===== config.mk =====
export PLATFORM = sky130hd
export DESIGN_NAME = idex_stage_reg_flat
export DESIGN_NICKNAME = d
export VERILOG_FILES = /design/src/rtl/idex_stage_reg_if.sv /design/src/rtl/idex_stage_reg.sv /design/src/flat_wrapper.sv
export SDC_FILE = /design/constraint.sdc
export NUM_CORES = 1
export LEC_CHECK = 0
export BUFFER_PORTS_ARGS = -buffer_cell sky130_fd_sc_hd__buf_4
export CAP_MARGIN = 20
export CORE_MARGIN = 2
export CORE_UTILIZATION = 23
export CTS_BUF_LIST = sky130_fd_sc_hd__clkbuf_8
export DETAILED_ROUTE_END_ITERATION = 8
export SETUP_SLACK_MARGIN = 0.3
export SLEW_MARGIN = 10
export SYNTH_ARGS = -nofsm -noshare
export SYNTH_HDL_FRONTEND = slang
export SYNTH_SLANG_ARGS = --single-unit
export TNS_END_PERCENT = 100

===== constraint.sdc =====
create_clock -name clk -period 6.73 [get_ports clk]
set_clock_uncertainty 0.15 [all_clocks]
set_input_delay 0 -clock clk [delete_from_list [all_inputs] [get_ports clk]]
set_output_delay 0 -clock clk [all_outputs]
set_load 0.03 [all_outputs]

===== src/rtl/idex_stage_reg_if.sv =====
// ID/EX stage bundle: decoded operands/control from ID, registered fields to EX
// and forwarding, plus the load-use stall back to IF/ID.
interface idex_stage_reg_if #(
  parameter int unsigned DW   = 32,
  parameter int unsigned CNTW = 16
);
  // Pipeline control
  logic            hold;
  logic            flush;

  // Hazard-detection view of the instruction in ID
  logic [4:0]      IFID_rs_in;
  logic [4:0]      IFID_rt_in;
  logic            IFID_rt_used;

  // Decoded ID-stage fields
  logic [DW-1:0]   ID_pc4_in;
  logic [DW-1:0]   ID_dataA_in;
  logic [DW-1:0]   ID_dataB_in;
  logic [DW-1:0]   ID_imm_in;
  logic [4:0]      ID_rd_in;
  logic [4:0]      ID_shamt_in;
  logic [15:0]     ID_ctrl_in;
  logic            ID_valid_in;

  // Registered EX-stage fields
  logic [DW-1:0]   IDEX_pc4_out;
  logic [DW-1:0]   IDEX_dataA_out;
  logic [DW-1:0]   IDEX_dataB_out;
  logic [DW-1:0]   IDEX_imm_out;
  logic [4:0]      IDEX_rs_out;
  logic [4:0]      IDEX_rt_out;
  logic [4:0]      IDEX_rd_out;
  logic [4:0]      IDEX_shamt_out;
  logic [15:0]     IDEX_ctrl_out;
  logic            IDEX_valid_out;

  // Hazard outputs
  logic            stall_out;
  logic [CNTW-1:0] bubble_cnt;

  // Upstream pipeline side (ID stage / hazard unit consumer)
  modport master (
    output hold, flush,
    output IFID_rs_in, IFID_rt_in, IFID_rt_used,
    output ID_pc4_in, ID_dataA_in, ID_dataB_in, ID_imm_in,
    output ID_rd_in, ID_shamt_in, ID_ctrl_in, ID_valid_in,
    input  IDEX_pc4_out, IDEX_dataA_out, IDEX_dataB_out, IDEX_imm_out,
    input  IDEX_rs_out, IDEX_rt_out, IDEX_rd_out, IDEX_shamt_out,
    input  IDEX_ctrl_out, IDEX_valid_out,
    input  stall_out, bubble_cnt
  );

  // The ID/EX register itself
  modport slave (
    input  hold, flush,
    input  IFID_rs_in, IFID_rt_in, IFID_rt_used,
    input  ID_pc4_in, ID_dataA_in, ID_dataB_in, ID_imm_in,
    input  ID_rd_in, ID_shamt_in, ID_ctrl_in, ID_valid_in,
    output IDEX_pc4_out, IDEX_dataA_out, IDEX_dataB_out, IDEX_imm_out,
    output IDEX_rs_out, IDEX_rt_out, IDEX_rd_out, IDEX_shamt_out,
    output IDEX_ctrl_out, IDEX_valid_out,
    output stall_out, bubble_cnt
  );
endinterface


===== src/rtl/idex_stage_reg.sv =====
// ID/EX pipeline register with load-use hazard detection and bubble insertion.
// Priority each edge: hold > flush (incl. one deferred across a hold) > load-use
// bubble > normal capture. DW/CNTW must match the connected interface.
module idex_stage_reg #(
  parameter int unsigned DW   = 32,
  parameter int unsigned CNTW = 16
) (
  input logic            clk,
  input logic            reset,
  idex_stage_reg_if.slave bus
);

  // Control-word bit positions used locally
  localparam int unsigned CtrlMemRead = 1;

  // Registered state
  logic [DW-1:0]   pc4_q,    pc4_d;
  logic [DW-1:0]   data_a_q, data_a_d;
  logic [DW-1:0]   data_b_q, data_b_d;
  logic [DW-1:0]   imm_q,    imm_d;
  logic [4:0]      rs_q,     rs_d;
  logic [4:0]      rt_q,     rt_d;
  logic [4:0]      rd_q,     rd_d;
  logic [4:0]      shamt_q,  shamt_d;
  logic [15:0]     ctrl_q,   ctrl_d;
  logic            valid_q,  valid_d;
  logic [CNTW-1:0] cnt_q,    cnt_d;
  // A flush that arrived during a hold must still kill the instruction once
  // the pipeline moves again.
  logic            flush_pend_q, flush_pend_d;

  logic            haz;
  logic            flush_eff;
  logic            rs_match;
  logic            rt_match;

  // Load in EX whose destination is read by the instruction in ID
  always_comb begin
    rs_match  = (rt_q == bus.IFID_rs_in);
    rt_match  = bus.IFID_rt_used & (rt_q == bus.IFID_rt_in);
    haz       = valid_q & ctrl_q[CtrlMemRead] & (rt_q != 5'd0) & (rs_match | rt_match);
    flush_eff = bus.flush | flush_pend_q;
  end

  // Next-state selection in priority order
  always_comb begin
    pc4_d        = pc4_q;
    data_a_d     = data_a_q;
    data_b_d     = data_b_q;
    imm_d        = imm_q;
    rs_d         = rs_q;
    rt_d         = rt_q;
    rd_d         = rd_q;
    shamt_d      = shamt_q;
    ctrl_d       = ctrl_q;
    valid_d      = valid_q;
    cnt_d        = cnt_q;
    flush_pend_d = flush_pend_q;

    if (bus.hold) begin
      flush_pend_d = flush_pend_q | bus.flush;
    end else if (flush_eff || haz) begin
      // Bubble: zero register ids keep the forwarding compares from matching
      pc4_d        = '0;
      data_a_d     = '0;
      data_b_d     = '0;
      imm_d        = '0;
      rs_d         = '0;
      rt_d         = '0;
      rd_d         = '0;
      shamt_d      = '0;
      ctrl_d       = '0;
      valid_d      = 1'b0;
      flush_pend_d = 1'b0;
      // Only load-use bubbles are counted; a flush overrides the hazard
      if (!flush_eff && (cnt_q != {CNTW{1'b1}})) begin
        cnt_d = cnt_q + 1'b1;
      end
    end else begin
      pc4_d    = bus.ID_pc4_in;
      data_a_d = bus.ID_dataA_in;
      data_b_d = bus.ID_dataB_in;
      imm_d    = bus.ID_imm_in;
      rs_d     = bus.IFID_rs_in;
      rt_d     = bus.IFID_rt_in;
      rd_d     = bus.ID_rd_in;
      shamt_d  = bus.ID_shamt_in;
      ctrl_d   = bus.ID_ctrl_in;
      valid_d  = bus.ID_valid_in;
    end
  end

  // Stage register with asynchronous clear
  always_ff @(posedge clk or posedge reset) begin
    if (reset) begin
      pc4_q        <= '0;
      data_a_q     <= '0;
      data_b_q     <= '0;
      imm_q        <= '0;
      rs_q         <= '0;
      rt_q         <= '0;
      rd_q         <= '0;
      shamt_q      <= '0;
      ctrl_q       <= '0;
      valid_q      <= 1'b0;
      cnt_q        <= '0;
      flush_pend_q <= 1'b0;
    end else begin
      pc4_q        <= pc4_d;
      data_a_q     <= data_a_d;
      data_b_q     <= data_b_d;
      imm_q        <= imm_d;
      rs_q         <= rs_d;
      rt_q         <= rt_d;
      rd_q         <= rd_d;
      shamt_q      <= shamt_d;
      ctrl_q       <= ctrl_d;
      valid_q      <= valid_d;
      cnt_q        <= cnt_d;
      flush_pend_q <= flush_pend_d;
    end
  end

  // Output drive; stall is suppressed by flushes, holds and reset
  always_comb begin
    bus.IDEX_pc4_out   = pc4_q;
    bus.IDEX_dataA_out = data_a_q;
    bus.IDEX_dataB_out = data_b_q;
    bus.IDEX_imm_out   = imm_q;
    bus.IDEX_rs_out    = rs_q;
    bus.IDEX_rt_out    = rt_q;
    bus.IDEX_rd_out    = rd_q;
    bus.IDEX_shamt_out = shamt_q;
    bus.IDEX_ctrl_out  = ctrl_q;
    bus.IDEX_valid_out = valid_q;
    bus.bubble_cnt     = cnt_q;
    bus.stall_out      = haz & ~flush_eff & ~bus.hold & ~reset;
  end

endmodule


===== src/flat_wrapper.sv =====
// flat-port wrapper written by rule: the top's interface ports become plain ports
module idex_stage_reg_flat 
#(
  parameter int unsigned DW   = 32,
  parameter int unsigned CNTW = 16
)
  (clk, reset, bus_hold, bus_flush, bus_IFID_rs_in, bus_IFID_rt_in, bus_IFID_rt_used, bus_ID_pc4_in, bus_ID_dataA_in, bus_ID_dataB_in, bus_ID_imm_in, bus_ID_rd_in, bus_ID_shamt_in, bus_ID_ctrl_in, bus_ID_valid_in, bus_IDEX_pc4_out, bus_IDEX_dataA_out, bus_IDEX_dataB_out, bus_IDEX_imm_out, bus_IDEX_rs_out, bus_IDEX_rt_out, bus_IDEX_rd_out, bus_IDEX_shamt_out, bus_IDEX_ctrl_out, bus_IDEX_valid_out, bus_stall_out, bus_bubble_cnt);
  idex_stage_reg_if #(.DW(DW), .CNTW(CNTW)) bus_i ();
  input logic clk;
  input logic reset;
  input wire logic [$bits(bus_i.hold)-1:0] bus_hold;
  input wire logic [$bits(bus_i.flush)-1:0] bus_flush;
  input wire logic [$bits(bus_i.IFID_rs_in)-1:0] bus_IFID_rs_in;
  input wire logic [$bits(bus_i.IFID_rt_in)-1:0] bus_IFID_rt_in;
  input wire logic [$bits(bus_i.IFID_rt_used)-1:0] bus_IFID_rt_used;
  input wire logic [$bits(bus_i.ID_pc4_in)-1:0] bus_ID_pc4_in;
  input wire logic [$bits(bus_i.ID_dataA_in)-1:0] bus_ID_dataA_in;
  input wire logic [$bits(bus_i.ID_dataB_in)-1:0] bus_ID_dataB_in;
  input wire logic [$bits(bus_i.ID_imm_in)-1:0] bus_ID_imm_in;
  input wire logic [$bits(bus_i.ID_rd_in)-1:0] bus_ID_rd_in;
  input wire logic [$bits(bus_i.ID_shamt_in)-1:0] bus_ID_shamt_in;
  input wire logic [$bits(bus_i.ID_ctrl_in)-1:0] bus_ID_ctrl_in;
  input wire logic [$bits(bus_i.ID_valid_in)-1:0] bus_ID_valid_in;
  output wire logic [$bits(bus_i.IDEX_pc4_out)-1:0] bus_IDEX_pc4_out;
  output wire logic [$bits(bus_i.IDEX_dataA_out)-1:0] bus_IDEX_dataA_out;
  output wire logic [$bits(bus_i.IDEX_dataB_out)-1:0] bus_IDEX_dataB_out;
  output wire logic [$bits(bus_i.IDEX_imm_out)-1:0] bus_IDEX_imm_out;
  output wire logic [$bits(bus_i.IDEX_rs_out)-1:0] bus_IDEX_rs_out;
  output wire logic [$bits(bus_i.IDEX_rt_out)-1:0] bus_IDEX_rt_out;
  output wire logic [$bits(bus_i.IDEX_rd_out)-1:0] bus_IDEX_rd_out;
  output wire logic [$bits(bus_i.IDEX_shamt_out)-1:0] bus_IDEX_shamt_out;
  output wire logic [$bits(bus_i.IDEX_ctrl_out)-1:0] bus_IDEX_ctrl_out;
  output wire logic [$bits(bus_i.IDEX_valid_out)-1:0] bus_IDEX_valid_out;
  output wire logic [$bits(bus_i.stall_out)-1:0] bus_stall_out;
  output wire logic [$bits(bus_i.bubble_cnt)-1:0] bus_bubble_cnt;
  assign bus_i.hold = bus_hold;
  assign bus_i.flush = bus_flush;
  assign bus_i.IFID_rs_in = bus_IFID_rs_in;
  assign bus_i.IFID_rt_in = bus_IFID_rt_in;
  assign bus_i.IFID_rt_used = bus_IFID_rt_used;
  assign bus_i.ID_pc4_in = bus_ID_pc4_in;
  assign bus_i.ID_dataA_in = bus_ID_dataA_in;
  assign bus_i.ID_dataB_in = bus_ID_dataB_in;
  assign bus_i.ID_imm_in = bus_ID_imm_in;
  assign bus_i.ID_rd_in = bus_ID_rd_in;
  assign bus_i.ID_shamt_in = bus_ID_shamt_in;
  assign bus_i.ID_ctrl_in = bus_ID_ctrl_in;
  assign bus_i.ID_valid_in = bus_ID_valid_in;
  assign bus_IDEX_pc4_out = bus_i.IDEX_pc4_out;
  assign bus_IDEX_dataA_out = bus_i.IDEX_dataA_out;
  assign bus_IDEX_dataB_out = bus_i.IDEX_dataB_out;
  assign bus_IDEX_imm_out = bus_i.IDEX_imm_out;
  assign bus_IDEX_rs_out = bus_i.IDEX_rs_out;
  assign bus_IDEX_rt_out = bus_i.IDEX_rt_out;
  assign bus_IDEX_rd_out = bus_i.IDEX_rd_out;
  assign bus_IDEX_shamt_out = bus_i.IDEX_shamt_out;
  assign bus_IDEX_ctrl_out = bus_i.IDEX_ctrl_out;
  assign bus_IDEX_valid_out = bus_i.IDEX_valid_out;
  assign bus_stall_out = bus_i.stall_out;
  assign bus_bubble_cnt = bus_i.bubble_cnt;
  idex_stage_reg #(.DW(DW), .CNTW(CNTW)) u_core (.clk(clk), .reset(reset), .bus(bus_i));
endmodule

==> flow_summary.ini, run 1 <==
[run_status]
outcome = finished clean

[global_routing]
antenna_found_initial = 0
grt_pass1_wl_um = 35300
grt_max_degree = 112
grt_pass1_vias = 6417
track_usage = 0.145
grt.overflow.total = 0

[synthesis]
synth_xor_xnor_area_share = 0.0325
ys_seq_area_frac = 0.677
synth_area_sq_um = 6730
yosysWarnings = 0
synthAdderAreaFrac = 0.00186
synth_mux_area_frac = 0.00167
synthSimpleGateAreaFrac = 0.0368
syn_nets = 635
syn-instance-count = 464
synth_cell_type_count = 28
ys_ff_latch = 182
synth_top_family_by_area = compound AO/OA/AOI/OAI gates
avgSynthCellArea_sq_um = 14.5
synth_compound_area_frac = 0.224

[finish]
nets = 1137
area_delta_synth_final_pct = 74.7
utilization = 0.409
diodes = 0
layout_common_cells = 354 x buf_4, 182 x dfrtp_1, 168 x dlygate4sd3_1
stdcell_count = 1363
layout-drive-gt1-share = 0.399
final_common_cell = buf_4

[clock_network]
clock-sinks = 182
cts_made_buffers = 17
clkTransAtPathRegs_ps = 110
cts_tree = done
clock_latency_ps = 450
clockBufferDepth = 2
h-tree-depth = 4
cts_root_buffer = clkbuf_8

[critical_path]
worstPathCellList = xor2_1, nor4_2, a32oi_2, o21a_4, buf_4, a22o_1
critPathKind = reg -> reg
end_kind = register
crit_family = compound AO/OA/AOI/OAI gates
worstPathRequired_ps = 6960
crit_buf_inv = 1
crit_fanout = 88
cp-start-kind = register
worst_ep_arrival_time_ps = 3930
cpMaxStageDelayCell = o21a_4
ff2ff_setup_slack_ps = 3020
max_stage_delay_ps = 870

[timing]
min_period_ps = 3710
fin_crit_sh = 0.551
max-slew-margin-rel = 0.361
finalMaxSlewViolations = 0
hold_viol = 0
worstMarginPinSlew_ps = 958
setup_violations = 0
rsz0062_at_grt = false
tns_ps = 0
postLayoutSetupSlackWorst_ps = 3020
fmax_mhz = 270

[place]
gp_congestion = 0.764
dp.cells = 1163
dpl_worst_slack_ps = 3030
hpwl_um = 14100
numPortBuffers = 351

[die]
die_h_um = 175
die_x_um = 175
coreArea_sq_um = 28800
rows = 62
ios = 352
start_util = 0.234
die-area_sq_um = 30700

[drt]
drtIter0Drc = 247
wl_um = 22600
detail-route-antenna-nets = 0
routedWlPerCell_um = 16.6
drt-pass1-iter-count = 4
vias_per_cell = 4.44
via_count = 6056
drc_errors = 0

[power]
peakVddDrop_v = 0.0000824
p_per_area_nw_per_um2 = 212
leakage_nw = 5.95

[worst_hold_path]
hp-class = in -> async

[run]
maxCapViolCount = 0
-- synthesized netlist by cell type --
cell,instances,area (sq um)
a22o_1,165,1450
a32oi_2,1,16.3
and3_1,1,6.26
buf_2,20,100
clkbuf_1,19,71.3
dfrtp_1,182,4550
ha_1,1,12.5
inv_1,2,7.51
mux2_1,1,11.3
nand2_1,7,26.3
nand2b_1,1,6.26
nand3_1,3,15.0
nand4_1,4,25.0
nor2_1,3,11.3
nor2_2,1,6.26
nor3_1,5,25.0
nor4_1,10,62.6
nor4_2,1,12.5
nor4b_1,2,17.5
o2111ai_2,1,15.0
o211ai_1,1,7.51
o21a_1,2,15.0
o311ai_0,1,8.76
or2_2,1,6.26
or3_1,2,12.5
or4_1,2,15.0
xnor2_1,3,26.3
xor2_1,22,193
-- path summary, 6_finish.rpt --
path | startpoint | to | cells past startpoint
worst max-delay path | u_core.bus.IDEX_rt_out[1] | u_core.bus.IDEX_imm_out[0] | 6
worst min-delay path | reset | u_core.bus.IDEX_dataA_out[18] | 3
worst max register to register | u_core.bus.IDEX_rt_out[1] | u_core.bus.IDEX_imm_out[0] | 6
worst min register to register | u_core.bus.bubble_cnt[10] | u_core.bus.bubble_cnt[10] | 1
max in group asynchronous | reset | u_core.bus.bubble_cnt[11] | 4
min in group clk | bus_hold | u_core.bus.IDEX_dataA_out[27] | 2
-- area by class of cell --
type | count | area (sq um)
clock buffers | 18 | 248
clock inverters | 14 | 118
fillers | 2673 | 17000
inverters | 2 | 15.0
multi-input cells | 241 | 2010
flip-flops and latches | 182 | 4550
well taps | 384 | 480
repair buffers | 522 | 4340
-- cell families after synthesis --
group / count (synthesis)
adder cells (fa/ha/maj): 1
AND/OR/NAND/NOR: 43
multiplexers: 1
AO/OA/AOI/OAI: 171
XOR/XNOR: 25
buffers and inverters: 41
flip-flops: 182
-- through the flow --
stage               hold WS (ps)  power, mW  cell area (sq um)
floorplan                  -33.0       1.48               6730
global placement            61.5       1.72               9710
detailed placement          66.5       1.72               9710
CTS                         62.0       2.53              11800
global route                85.3       2.62              11800
finish                      76.4       2.49              11800
-- state kept, by name, summed over array words and instances (netlist names) --
name	flops
u_core.flush_pend_q	1
u_core.bus.IDEX_rt_out	5
u_core.bus.IDEX_rd_out	5
u_core.bus.IDEX_imm_out	32
u_core.bus.IDEX_rs_out	5
u_core.bus.IDEX_valid_out	1
u_core.bus.bubble_cnt	16
u_core.bus.IDEX_dataA_out	32
u_core.bus.IDEX_dataB_out	32
u_core.bus.IDEX_shamt_out	5
u_core.bus.IDEX_ctrl_out	16
u_core.bus.IDEX_pc4_out	32
-- worst reg2reg max path, delay by kind of cell (launching register included) --
family	cells	cell delay [ps]
AOI/OAI and AO/OA	3	1900
xor gates and xnor gates	1	210
buffers and inverters	1	860
DFF	1	450
and+or+nand+nor	1	80
-- report_power, final --
group / switching, mW / internal [mW]
clock: 0.437 / 0.277
combinational: 0.296 / 0.274
sequential: 0.0466 / 1.16
total: 0.780 / 1.71
-- routing by layer --
| metal | up-vias | GRT usage | share of wire |
|---|---|---|---|
| met3 | 35 | 0.0379 | 0.057 |
| met2 | 246 | 0.248 | 0.50 |
| met1 | 2984 | 0.173 | 0.42 |
| met4 | 0 | 0.0590 | 0.028 |
| met5 | - | 0 | 0 |
| li1 | 2791 | - | - |
-- timing repair --
item                      in CTS  in global routing
hold endpoints to repair     276                  0
buffers inserted               0                  0
hold buffers                 168                  0
resized for setup              0                  0
Note: power is estimated with default switching activity, not from simulation.
==> inputs of run 2 (changes only) <==
ABC_AREA = 1   (was not set)
clock period = 3.85 ns   (was 6.73 ns; I/O delays follow)
==> run 2 against run 1 <==
Design area grew 23%; global-route usage increased by 2.2 points; sequential share of layout area decreased by 7.3 points; die area rose by 15%; combinational power rose by 150%; power grew 98%; flip-flop and latch count unchanged; synthesized cell count is 95% higher; first-iteration DRC count increased by 32%; critical endpoint is now u_core.bus.IDEX_pc4_out[5]; largest cell class is now buffers.
==> flow_summary.ini, run 2 <==
[clock_network]
clock_latency_ps = 490
clock-sinks = 182
cts-resized-gates = 0
cts_tree = done
cts_root_buffer = clkbuf_8
clkTransAtPathRegs_ps = 100
clockBufferDepth = 2
cts_hold_buf = 332
cts_made_buffers = 17
h-tree-depth = 4
post_cts_buffers = 0

[finish]
layout_common_cells = 396 x nand2_1, 354 x buf_4, 332 x dlygate4sd3_1
area_delta_synth_final_pct = 86.0
nets = 1730
layout-drive-gt1-share = 0.255
num-fill-cells = 3100
final_common_cell = nand2_1
utilization = 0.433
stdcell_count = 2022

[die]
start_util = 0.233
die_x_um = 188
coreArea_sq_um = 33400
rows = 67
ios = 352
die_h_um = 188
die-area_sq_um = 35300

[critical_path]
crit_start = u_core.bus.IDEX_rt_out[0]
r2r_start = u_core.bus.IDEX_rt_out[0]
end_kind = register
max_stage_delay_ps = 610
critPathKind = reg -> reg
worst_ep_arrival_time_ps = 3510
cp-endpoint = u_core.bus.IDEX_pc4_out[5]
cpMaxStageDelayCell = buf_4
ff2ff_setup_slack_ps = 610
crit_family = buffers and inverters
reg2reg_to = u_core.bus.IDEX_pc4_out[5]
crit_top_cell = nand3_1
worstPathRequired_ps = 4120
cp-start-kind = register
reg2reg_depth = 9
crit_fanout = 116
crit_buf_inv = 3
worstPathCellList = nor2_1, nand4_1, nand3_1, inv_1, nand2_8, buf_4, nand3_1, dlygate4sd3_1, nand2_1
path_depth = 9

[power]
switching_power_mw = 1.63
p_int_mw = 3.32
leakage_nw = 7.23
peakVddDrop_v = 0.000216
finalPower_mw = 4.95
seqPwrFrac = 0.444
p_per_area_nw_per_um2 = 342
switching_share = 0.329
clkPwrFrac = 0.273
comb_power_share = 0.283

[drt]
drc_errors = 0
detail-route-antenna-nets = 0
vias_per_cell = 4.38
drtIter0Drc = 327
routedWlPerCell_um = 14.5
wl_um = 29400
via_count = 8863
drt-pass1-iter-count = 7

[synthesis]
syn-instance-count = 907
synth_area_leaders = dfrtp_1 59%, nand2_1 19%, nand3_1 12%
synthFlopType = dfrtp_1
synth_cell_type_count = 21
ys_ff_latch = 182
yosysTopAreaCell = dfrtp_1
synth-edff-count = 0
avgSynthCellArea_sq_um = 8.58
synth_area_sq_um = 7780
synthTopCellsByCount = 396 x nand2_1, 192 x nand3_1, 182 x dfrtp_1
yosysWarnings = 0
syn_nets = 1078
synth_most_common_cell = nand2_1
synth.top_cell.area_share = 0.585
async_flop_share = 1.00
ys_seq_area_frac = 0.585

[global_routing]
track_usage = 0.167
grt_max_degree = 117
grt_pass1_vias = 9228
antenna_found_initial = 3
grt_pass1_wl_um = 47600
grt.overflow.total = 0

[run_status]
outcome = finished clean

[place]
numPortBuffers = 351
hpwl_um = 16900
gp_congestion = 0.839
dp.cells = 1656

[timing]
hold_viol = 0
fmax_mhz = 309
worstMarginPinSlew_ps = 1070
fin_crit_sh = 0.842
setup_violations = 0
max-slew-margin-rel = 0.286
tns_ps = 0
min_period_ps = 3240
rsz0062_at_grt = false
finalMaxSlewViolations = 0

[run]
maxCapViolCount = 0

[worst_hold_path]
hp-class = in -> reg
min_from = bus_ID_ctrl_in[11]
run 2: cell types whose count changed in the layout (fill, tap and decap cells not counted), moves of 10 or more:
cell,change
dlygate4sd3_1,+164
nor2_1,+19
nor4_1,-10
nand2_1,+389
nand3_1,+189
inv_1,+17
xor2_1,-15
a22o_1,-165
run 2: power groups by stage:
stage	combinational, mW	clock [mW]	sequential (mW)
final	1.40	1.35	2.19
after global routing	1.51	1.49	2.21
after CTS	1.39	1.42	2.19
after detailed placement	1.16	0	2.22
after global placement	1.16	0	2.22
after floorplan	0.343	0	2.52
run 2: worst min path at each step:
stage | end | slack (ps) | cells after the start
after global placement | u_core.bus.IDEX_imm_out[15] | 10 | 2
after detailed placement | u_core.bus.IDEX_dataB_out[1] | 3 | 2
final | u_core.bus.IDEX_ctrl_out[11] | 220 | 4
after CTS | u_core.bus.IDEX_ctrl_out[11] | 170 | 4
after floorplan | u_core.bus.IDEX_ctrl_out[0] | -10 | 2
after global routing | u_core.bus.IDEX_ctrl_out[11] | 190 | 4
run 2: kinds of logic (layout without fill, tap and decap cells):
kind of cell / Yosys count / in the layout / share of synthesized area
simple gates: 622 / 622 / 0.335
flops: 182 / 182 / 0.585
buf+inv: 82 / 746 / 0.0584
xor+xnor: 14 / 14 / 0.0158
compound gates: 6 / 6 / 0.00386
fa+ha+maj: 1 / 1 / 0.00161
other cells: 0 / 3 / 0
run 2: final cells by class:
cell class                      instances  area (sq um)  share of cell area
Tap cell                              448           561              0.0387
Antenna cell                            3          7.51            0.000519
Clock inverter                         11           125             0.00865
Multi-Input combinational cell        643          2790               0.193
Clock buffer                           20           275              0.0190
Sequential cell                       182          4550               0.315
Inverter                               25          97.6             0.00674
Timing Repair Buffer                  690          6060               0.419
run 2: per-layer routing:
metal / track usage / part of all wire / up-vias
met5: 0 / 0 / -
met4: 0.0715 / 0.029 / 0
met3: 0.0548 / 0.086 / 49
met2: 0.281 / 0.48 / 388
met1: 0.195 / 0.40 / 4237
li1: - / - / 4189
run 2: worst register-to-register path, delay by kind of cell, from the launching register on:
family        cells  cell delay (ps)
simple gates      6             1220
buf+inv           3             1370
flops             1              460
run 2: through the flow:
step                      hold WS, ps  setup WS, ps  cell area [sq um]
after CTS                         167           660              14500
after floorplan                 -12.3           690               7780
after global placement           12.3          1230              10700
after detailed placement         3.01          1210              10700
final                             225           610              14500
after global routing              188           365              14500
==> inputs of run 3 (changes only) <==
ABC_AREA = 0   (was 1)
clock period = 3.3 ns   (was 3.85 ns; I/O delays follow)
==> run 3 against run 2 <==
Wire length is 23% lower; via count is 32% lower; global-route usage is 2.3 points lower; clock-buffer cell count is 1 lower; core utilization is 2.0 points lower; power is 5.8% higher; maximum frequency is 19% higher; worst hold slack worse by 140 ps; cell count is 32% lower.
==> flow_summary.ini, run 3 (synthesized netlist as in run 1, its figures left out) <==
[run_status]
outcome = finished clean

[timing]
max-slew-margin-rel = 0.344
fmax_mhz = 366
postLayoutSetupSlackWorst_ps = 571
finalMaxSlewViolations = 0
fin_crit_sh = 0.827
hold_viol = 0
setup_violations = 0
rsz0062_at_grt = false
min_period_ps = 2730
worstMarginPinSlew_ps = 985
tns_ps = 0

[clock_network]
clkTransAtPathRegs_ps = 100
cts-resized-gates = 0
cts_root_buffer = clkbuf_8
cts_made_buffers = 17
h-tree-depth = 4
clock_latency_ps = 450
clock-sinks = 182
clockBufferDepth = 2
cts_tree = done

[drt]
drtIter0Drc = 314
detail-route-antenna-nets = 0
via_count = 6063
vias_per_cell = 4.44
wl_um = 22600
drc_errors = 0
drt-pass1-iter-count = 4
routedWlPerCell_um = 16.5

[critical_path]
cpMaxStageDelayCell = a32oi_2
crit_fanout = 28
cp-start-kind = register
worst_ep_arrival_time_ps = 2960
worstPathRequired_ps = 3530
worstPathCellList = xor2_1, nor4_2, a32oi_2, o21a_4, buf_4, a22o_1
max_stage_delay_ps = 710
critPathKind = reg -> reg
end_kind = register

[place]
hpwl_um = 14100
dpl_worst_slack_ps = 573
numPortBuffers = 351
gp_congestion = 0.751

[die]
die-area_sq_um = 30700
die_h_um = 175
start_util = 0.234
die_x_um = 175
ios = 352
rows = 62
coreArea_sq_um = 28800

[global_routing]
grt.overflow.total = 0
grt_pass1_wl_um = 35200
track_usage = 0.144
grt_pass1_vias = 6401
antenna_found_initial = 0
grt_max_degree = 91

[power]
leakage_nw = 6.00
p_per_area_nw_per_um2 = 441
peakVddDrop_v = 0.000266

[finish]
area_delta_synth_final_pct = 76.5
layout_common_cells = 355 x buf_4, 182 x dfrtp_1, 167 x dlygate4sd3_1
final_common_cell = buf_4
diodes = 0
nets = 1141
num-fill-cells = 2655
layout-drive-gt1-share = 0.405

[worst_hold_path]
hp-class = in -> reg

[run]
maxCapViolCount = 0
## run 3: cell types whose count changed in the layout (fill, tap and decap cells not counted), moves of 10 or more
cell,delta
a22o_1,+165
nand2_1,-389
inv_1,-19
xor2_1,+15
dlygate4sd3_1,-165
nand3_1,-189
nor2_1,-19
nor4_1,+10
## run 3: metal layers
metal / vias up / routed length, um / global-route usage
li1: 2788 / - / -
met1: 3002 / 9320 / 0.175
met2: 241 / 11300 / 0.246
met5: - / 0 / 0
met4: 0 / 493 / 0.0486
met3: 32 / 1500 / 0.0411
## run 3: what timing repair did
item / in CTS / in global routing
hold buffers: 167 / 0
buffers inserted: 0 / 0
endpoints found under the setup margin: 0 / 0
endpoints found under the hold margin: 201 / 0
## run 3: path summary, 6_finish.rpt
kind / slack, ps / to / startpoint / depth (start not counted)
hold reg to reg: 350 / u_core.flush_pend_q / u_core.flush_pend_q / 1
setup / recovery: 570 / u_core.bus.IDEX_dataB_out[23] / u_core.bus.IDEX_rt_out[4] / 6
setup reg to reg: 570 / u_core.bus.IDEX_dataB_out[23] / u_core.bus.IDEX_rt_out[4] / 6
min in group asynchronous: 130 / u_core.bus.IDEX_dataA_out[13] / reset / 3
max in group asynchronous: 1960 / u_core.bus.IDEX_pc4_out[1] / reset / 4
hold / removal: 90 / u_core.flush_pend_q / bus_hold / 3
## run 3: report_power, final
| part | leakage, nW | internal [mW] | switching [mW] |
|---|---|---|---|
| clock network | 0.212 | 0.679 | 0.916 |
| registers | 2.43 | 2.37 | 0.0967 |
| logic | 3.36 | 0.566 | 0.605 |
## run 3: critical path, delay by kind of cell, from the launching register on
family	cells	cell delay, ps
DFF	1	450
buffers and inverters	1	350
xor gates and xnor gates	1	230
and+or+nand+nor	1	80
AOI/OAI and AO/OA	3	1380
## run 3: final cells by class
cell class / count / area [sq um] / area share
Tap cell: 384 / 480 / 0.0404
Multi-Input combinational cell: 241 / 2010 / 0.169
Timing Repair Buffer: 526 / 4420 / 0.372
Inverter: 2 / 11.3 / 0.000948
Sequential cell: 182 / 4550 / 0.383
Clock inverter: 13 / 153 / 0.0128
Clock buffer: 19 / 262 / 0.0220
## run 3: metrics by stage
stage / instances / power (mW) / instance area, sq um / hold slack (ps) / util
floorplan: 464 / 3.03 / 6740 / -33.0 / -
global placement: 1168 / 3.51 / 9800 / 61.4 / 0.340
detailed placement: 1168 / 3.51 / 9800 / 59.1 / 0.340
CTS: 1367 / 5.31 / 11900 / 85.0 / 0.413
global route: 1367 / 5.49 / 11900 / 97.4 / 0.413
finish: 1367 / 5.23 / 11900 / 89.0 / 0.413
